==> src/rtl/bus_arbiter.sv <==
// Cycle-level bus arbiter between the 6502 core and one DMA requester.
// Stalls the core with a fixed rdy lead, grants a bounded burst, then returns the bus with a minimum CPU window.
module bus_arbiter #(
  parameter int STALL_CYCLES = 3,
  parameter int MAX_BURST    = 40,
  parameter int MIN_CPU      = 1
) (
  input  logic clock,
  input  logic reset,
  input  logic dma_req,
  output logic dma_gnt,
  output logic rdy,
  output logic aec,
  output logic busy
);

  localparam int BURST_W = $clog2(MAX_BURST + 1);
  localparam int STALL_W = $clog2(STALL_CYCLES + 1);
  localparam int GAP_W   = (MIN_CPU > 0) ? $clog2(MIN_CPU + 1) : 1;

  localparam logic [BURST_W-1:0] BURST_LAST = BURST_W'(MAX_BURST - 1);
  localparam logic [BURST_W-1:0] BURST_ONE  = BURST_W'(1);
  localparam logic [STALL_W-1:0] STALL_LOAD = STALL_W'(STALL_CYCLES);
  localparam logic [STALL_W-1:0] STALL_ONE  = STALL_W'(1);
  localparam logic [GAP_W-1:0]   GAP_LOAD   = GAP_W'(MIN_CPU);
  localparam logic [GAP_W-1:0]   GAP_ONE    = GAP_W'(1);

  typedef enum logic [2:0] {
    S_CPU     = 3'd0,
    S_STALL   = 3'd1,
    S_TURN    = 3'd2,
    S_DMA     = 3'd3,
    S_RELEASE = 3'd4
  } state_e;

  state_e             state_q, state_d;
  logic [STALL_W-1:0] stall_q, stall_d;
  logic [BURST_W-1:0] burst_q, burst_d;
  logic [GAP_W-1:0]   gap_q,   gap_d;
  logic               rdy_q,   rdy_d;
  logic               aec_q,   aec_d;
  logic               gnt_q,   gnt_d;
  logic               busy_q,  busy_d;

  always_comb begin
    state_d = state_q;
    stall_d = stall_q;
    burst_d = burst_q;
    gap_d   = gap_q;
    unique case (state_q)
      S_CPU: begin
        if (gap_q != '0) gap_d = gap_q - GAP_ONE;
        // The first CPU cycle after RELEASE counts toward the window, so the
        // request is accepted on the cycle the gap would reach zero.
        if (dma_req && (gap_q <= GAP_ONE)) begin
          state_d = S_STALL;
          stall_d = STALL_LOAD;
        end
      end
      S_STALL: begin
        if (stall_q != '0) stall_d = stall_q - STALL_ONE;
        if (!dma_req)                  state_d = S_CPU;
        else if (stall_q <= STALL_ONE) state_d = S_TURN;
      end
      S_TURN: begin
        state_d = S_DMA;
        burst_d = '0;
      end
      S_DMA: begin
        if (!dma_req || (burst_q == BURST_LAST)) state_d = S_RELEASE;
        else                                     burst_d = burst_q + BURST_ONE;
      end
      S_RELEASE: begin
        state_d = S_CPU;
        gap_d   = GAP_LOAD;
      end
      default: state_d = S_CPU;
    endcase
  end

  // Outputs are decoded from the next state and registered alongside it.
  always_comb begin
    rdy_d  = (state_d == S_CPU);
    aec_d  = (state_d == S_CPU) || (state_d == S_STALL);
    gnt_d  = (state_d == S_DMA);
    busy_d = (state_d != S_CPU);
  end

  always_ff @(posedge clock) begin
    if (reset) begin
      state_q <= S_CPU;
      stall_q <= '0;
      burst_q <= '0;
      gap_q   <= '0;
      rdy_q   <= 1'b1;
      aec_q   <= 1'b1;
      gnt_q   <= 1'b0;
      busy_q  <= 1'b0;
    end else begin
      state_q <= state_d;
      stall_q <= stall_d;
      burst_q <= burst_d;
      gap_q   <= gap_d;
      rdy_q   <= rdy_d;
      aec_q   <= aec_d;
      gnt_q   <= gnt_d;
      busy_q  <= busy_d;
    end
  end

  assign rdy     = rdy_q;
  assign aec     = aec_q;
  assign dma_gnt = gnt_q;
  assign busy    = busy_q;

endmodule

==> config.mk <==
export PLATFORM = sky130hd
export DESIGN_NAME = bus_arbiter
export DESIGN_NICKNAME = d
export VERILOG_FILES = /design/src/rtl/bus_arbiter.sv
export SDC_FILE = /design/constraint.sdc
export NUM_CORES = 1
export LEC_CHECK = 0
export CORE_MARGIN = 2
export CORE_UTILIZATION = 42
export CTS_BUF_LIST = sky130_fd_sc_hd__clkbuf_2 sky130_fd_sc_hd__clkbuf_4 sky130_fd_sc_hd__clkbuf_8
export CTS_CLUSTER_DIAMETER = 150
export DETAILED_ROUTE_END_ITERATION = 12
export GPL_ROUTABILITY_DRIVEN = 0
export REMOVE_ABC_BUFFERS = 1
export SYNTH_ARGS = -nofsm -noshare
export SYNTH_HDL_FRONTEND = slang
export SYNTH_SLANG_ARGS = --single-unit
==> constraint.sdc <==
create_clock -name clock -period 3 [get_ports clock]
set_input_delay 0.45 -clock clock [delete_from_list [all_inputs] [get_ports clock]]
set_output_delay 0.45 -clock clock [all_outputs]
set_load 0.01 [all_outputs]
# After elaboration in Yosys (flattened, before gate mapping)
# Index checks and enable logic that the tools add are counted.
dict set report word_totals {
  reg_bits 16
  input_bits 3
  output_inout_bits 4
  word_cells 48
}
dict set report classes {
  n_addsub 3
  n_lt_le_gt_ge 2
  eq_ne 10
  n_mux 12
  n_reduce_logical 13
}
# op n
set op_table {}
lappend op_table {{3-bit 2-to-1 mux} 4}
lappend op_table {{3-bit case mux with 4 select lines} 1}
lappend op_table {{6-bit case mux with 2 select lines} 1}
lappend op_table {{3-bit by 2-bit == test with 1-bit output (second input constant)} 3}
lappend op_table {{2-bit nonzero test} 4}
lappend op_table {{6-bit by 1-bit adder with 6-bit output (second input constant)} 1}
lappend op_table {{3-bit by 1-bit == test with 1-bit output (second input constant)} 2}
lappend op_table {{6-bit == test (second input constant)} 1}
lappend op_table {{3-bit logical NOT} 2}
lappend op_table {{6-bit 2-to-1 mux} 1}
lappend op_table {{2-bit inequality test (second input constant)} 3}
lappend op_table {{2-bit 2-to-1 mux} 2}
lappend op_table {{2-bit case mux with 2 select lines} 1}
lappend op_table {{3-bit == test (second input constant)} 1}
lappend op_table {{3-bit AND reduction} 1}
lappend op_table {{3-bit nonzero test} 1}
lappend op_table {{2-bit by 1-bit less-or-equal comparator with 1-bit output (second input constant)} 1}
lappend op_table {{1-bit logical OR} 2}
lappend op_table {{1-bit case mux with 2 select lines} 1}
lappend op_table {{2-bit AND reduction} 1}
lappend op_table {{2-bit by 1-bit subtractor with 2-bit output (second input constant)} 1}
lappend op_table {{1-bit less-or-equal comparator (second input constant)} 1}
lappend op_table {{1-bit logical AND} 1}
lappend op_table {{1-bit logical NOT} 1}
lappend op_table {{other kinds (2)} 2}

# Logic depth before layout (Yosys ltp)
dict set report logic_depth {
  ltp_word 6
  ltp_mapped 5
  mapped_depth_nobuf 5
}

# Worst setup path after synthesis
# OpenSTA, ideal clock, no wires.
dict set report synth_timing {
  kind {flip-flop to flip-flop}
  start {register stall_q[0]}
  end {register stall_q[1]}
  setup_time_ps 95
  t_arrival_ps 1165
  required_time_ps 2905
  setup_slack_ps 1740
  path_stages_with_launch 6
  path_buffers 0
  synth_period_minus_slack_ps 1260
  cell_sequence {dfxtp_1 -> inv_1 -> ha_1 -> nor2b_1 -> a22o_1 -> a221oi_1}
}
dict set report synth_via {
  elab_chain_cells 3
  elab_cells_between_ends 6
  classes_between {1 x add/sub; 1 x eq/ne; 2 x mux; 2 x reduce/logical}
}
# item line
set synth_rtl {}
lappend synth_rtl {{start: declaration} 37} ;# logic [STALL_W-1:0] stall_q, stall_d;
lappend synth_rtl {{start signal: assignment} 101} ;# stall_q <= stall_d;
lappend synth_rtl {{2-bit by 1-bit subtractor with 2-bit output or 2-bit nonzero test (tied branches)} 61} ;# if (stall_q != '0) stall_d = stall_q - STALL_ONE;
lappend synth_rtl {{2-bit 2-to-1 mux or 2-bit inequality test (tied branches)} n/a}
lappend synth_rtl {{2-bit case mux with 2 select lines or 3-bit AND reduction (tied branches)} n/a}
# Parallel ways exist; a longest one is shown, timed or not. The select of a mux whose other input is x is not followed.
# A chain may end at the register's enable or synchronous reset.

# Worst setup path in the final report
dict set report layout_timing {
  start {input port dma_req}
  end {register burst_q[4]}
}
dict set report layout_via {
  elab_chain_cells 4
}
# item line
set layout_rtl {}
lappend layout_rtl {{start: declaration} 10} ;# input logic dma_req,
lappend layout_rtl {{1-bit logical NOT} 70} ;# if (!dma_req || (burst_q == BURST_LAST)) state_d = S_RELEASE;
lappend layout_rtl {{1-bit logical OR} 70}
lappend layout_rtl {{2-bit inequality test (no source line)} n/a}
lappend layout_rtl {{2-bit AND reduction (no source line)} n/a}
lappend layout_rtl {{end signal: assignment} 102} ;# burst_q <= burst_d;
lappend layout_rtl {{end: declaration} 38} ;# logic [BURST_W-1:0] burst_q, burst_d;
# Every way passes these cells.

==> run summary <==
Post-synth EDFFs = 0
met3 global-route usage = 5.66%
Leak = 0.314 nW
class of the worst hold path = flop to flop
Final Non-Filler Cells = 113
dominant synthesized flop cell = dfxtp_1
Slew @ Worst Pin = 599 ps
FF+latch count, synth = 15
worst endpoint data arrival time = 1820 ps
IO Port Bufs = 6
Max Freq = 625 MHz
Setup CP Type = primary input to flop
met2 GRT Util = 22.4%
Filler cells = 175
DP Area = 875 µm²
Worst Clk Skew = 2.42 ps
VDD IR max = 321 µV
Slowest Stage Delay on Critical Path = 740 ps
I/O pin cnt = 7
Nets = 94
Slew HR = 60.0%
post-cts sizing count = 0
Mapped Cells = 82
CTS root buf = clkbuf_4
Tot GR Track Use = 15.3%
Initial Utilization = 45.8%
Max Slew Vio Count = 0
Final setup viols = 0
n_diodes = 0
synth unique cells = 35
commonest non-fill, non-tap cell in the layout = dfxtp_1
Setup Buffers After CTS = 0
number of global-route vias before repair = 560
Die X = 47.9 µm
DP Wirelength = 1000 µm
Setup crit end kind = flop
Clock Path Buffers = 2
Detail Route Antenna Nets = 0
most frequent cells in the layout = 15 x dfxtp_1, 8 x inv_1, 6 x clkdlybuf4s50_1
Final Cell Area = 902 µm²
detailed-route wire length = 1400 µm
Synthesis Warnings = 0
Final Hold Fails = 0
# clock sinks = 15
Worst-path clk slew = 90 ps
sequential element share of the synthesized area = 37.2%
Area growth syn-to-layout = 11.6%
clk_lat worst skew = 290 ps
ratio of cells with drive above 1 in the final layout = 15.9%
core area = 1760 µm²
final setup TNS = 0 ps
largest net degree at the start of global routing = 17
largest area contributor in the netlist = dfxtp_1
CTS tree = built
met1 Use GR = 20.1%
master of the slowest instance on the critical path = clkdlybuf4s50_1
DIE HEIGHT = 47.9 µm
WL per Instance = 12.4 µm
GRT Residual Overflow = 0
Die ar. = 2290 µm²
initial drt markers = 6
PwrDens = 442 nW/µm²
Inserted Clock Buffers = 3
mapped cell area = 808 µm²
initial antenna violation count = 0
reg-to-reg setup timing slack = 1640 ps
drt pass-1 iters = 4
main area contributors after synthesis = dfxtp_1 37%, nand3b_1 4.6%, inv_1 3.7%
first-pass GRT wire length = 2420 µm
CP Launch Type = primary input
top cell type's share of synthesized area = 37.2%
Final period util = 53.3%
hold_buf cts = 0
vias per inst = 5.50
Crit Path Max Fanout = 11
via count = 622
Avg Cell Area, Syn = 9.86 µm²
global route hottest layer = met2
Final min period = 1600 ps
critical-path cell list = clkdlybuf4s50_1, nor2b_1, nor4_1, mux2i_1
RSZ-0062 raised after global routing = no
outcome = completed
DRC violation count after routing = 0
num rows = 15
asr flop ratio synth = 0%
dpl cells = 109
Worst Path Required = 3220 ps
H-tree levels = 1
Max-Cap Viols = 0
[final timing paths]
check	startpoint	endpoint	cells after the start
max reg2reg	burst_q[0]$_SDFFE_PP0P_	burst_q[1]$_SDFFE_PP0P_	4
max	dma_req	burst_q[4]$_SDFFE_PP0P_	4
min reg2reg	stall_q[0]$_SDFFE_PP0P_	stall_q[0]$_SDFFE_PP0P_	2
min	stall_q[0]$_SDFFE_PP0P_	stall_q[0]$_SDFFE_PP0P_	2
[final cells by class]
class	instances	area, µm²	share of cell area, %
Timing Repair Buffer	6	60.1	6.66
Clock buffer	3	22.5	2.50
Sequential cell	15	300	33.3
Inverter	8	30.0	3.33
Clock inverter	1	5.00	0.555
Multi-Input combinational cell	55	453	50.2
Tap cell	25	31.3	3.47
[synthesized netlist by cell type, drive strengths merged (2+ instances only)]
library cell / n
nand3: 2
nor3b: 2
nor2: 2
a211oi: 2
nand3b: 5
dfxtp: 15
nor2b: 3
o32ai: 2
o21ai: 6
buf: 3
or3b: 2
a31oi: 3
nor4: 2
or3: 4
mux2i: 2
ha: 2
a221oi: 3
inv: 8
[per-stage QoR]
stage	utilization, %	hold slack (ps)	setup WS, ps	power, mW
5_1_grt	51.1	547	1230	0.420
3_5_place_dp	49.6	506	1100	0.287
4_1_cts	51.1	521	1400	0.405
2_1_floorplan	-	474	1740	0.266
6_report	51.1	518	1400	0.399
3_3_place_gp	49.6	503	1120	0.286
[worst max-delay path: cells and delay by family]
kind	cells	cell delay (ps)
buffers and inverters	1	740
and+or+nand+nor	2	420
muxes	1	210
[layer usage]
layer	share of wire, %	up-vias
li1	-	327
met1	54	281
met2	41	9
met3	4.0	5
met4	1.6	0
met5	0	-
[where the power goes]
group	switching (mW)	internal, mW
clock	0.0672	0.0496
combinational	0.0305	0.0341
sequential	0.00960	0.208
total	0.107	0.291
[cells by family after synthesis]
| kind of cell | count (synthesis) | share of synthesized area (%) |
|---|---|---|
| simple gates | 29 | 27.7 |
| compound gates | 21 | 20.9 |
| mux | 3 | 4.33 |
| fa+ha+maj | 2 | 3.10 |
| buf+inv | 12 | 6.81 |
| flops | 15 | 37.2 |
[registers in the layout (all words and copies together) (netlist names)]
signal and cells:
aec 1, rdy 1, state_q 3, dma_gnt 1, stall_q 2, busy 1
burst_q 6
(Power assumes the default switching activity.)
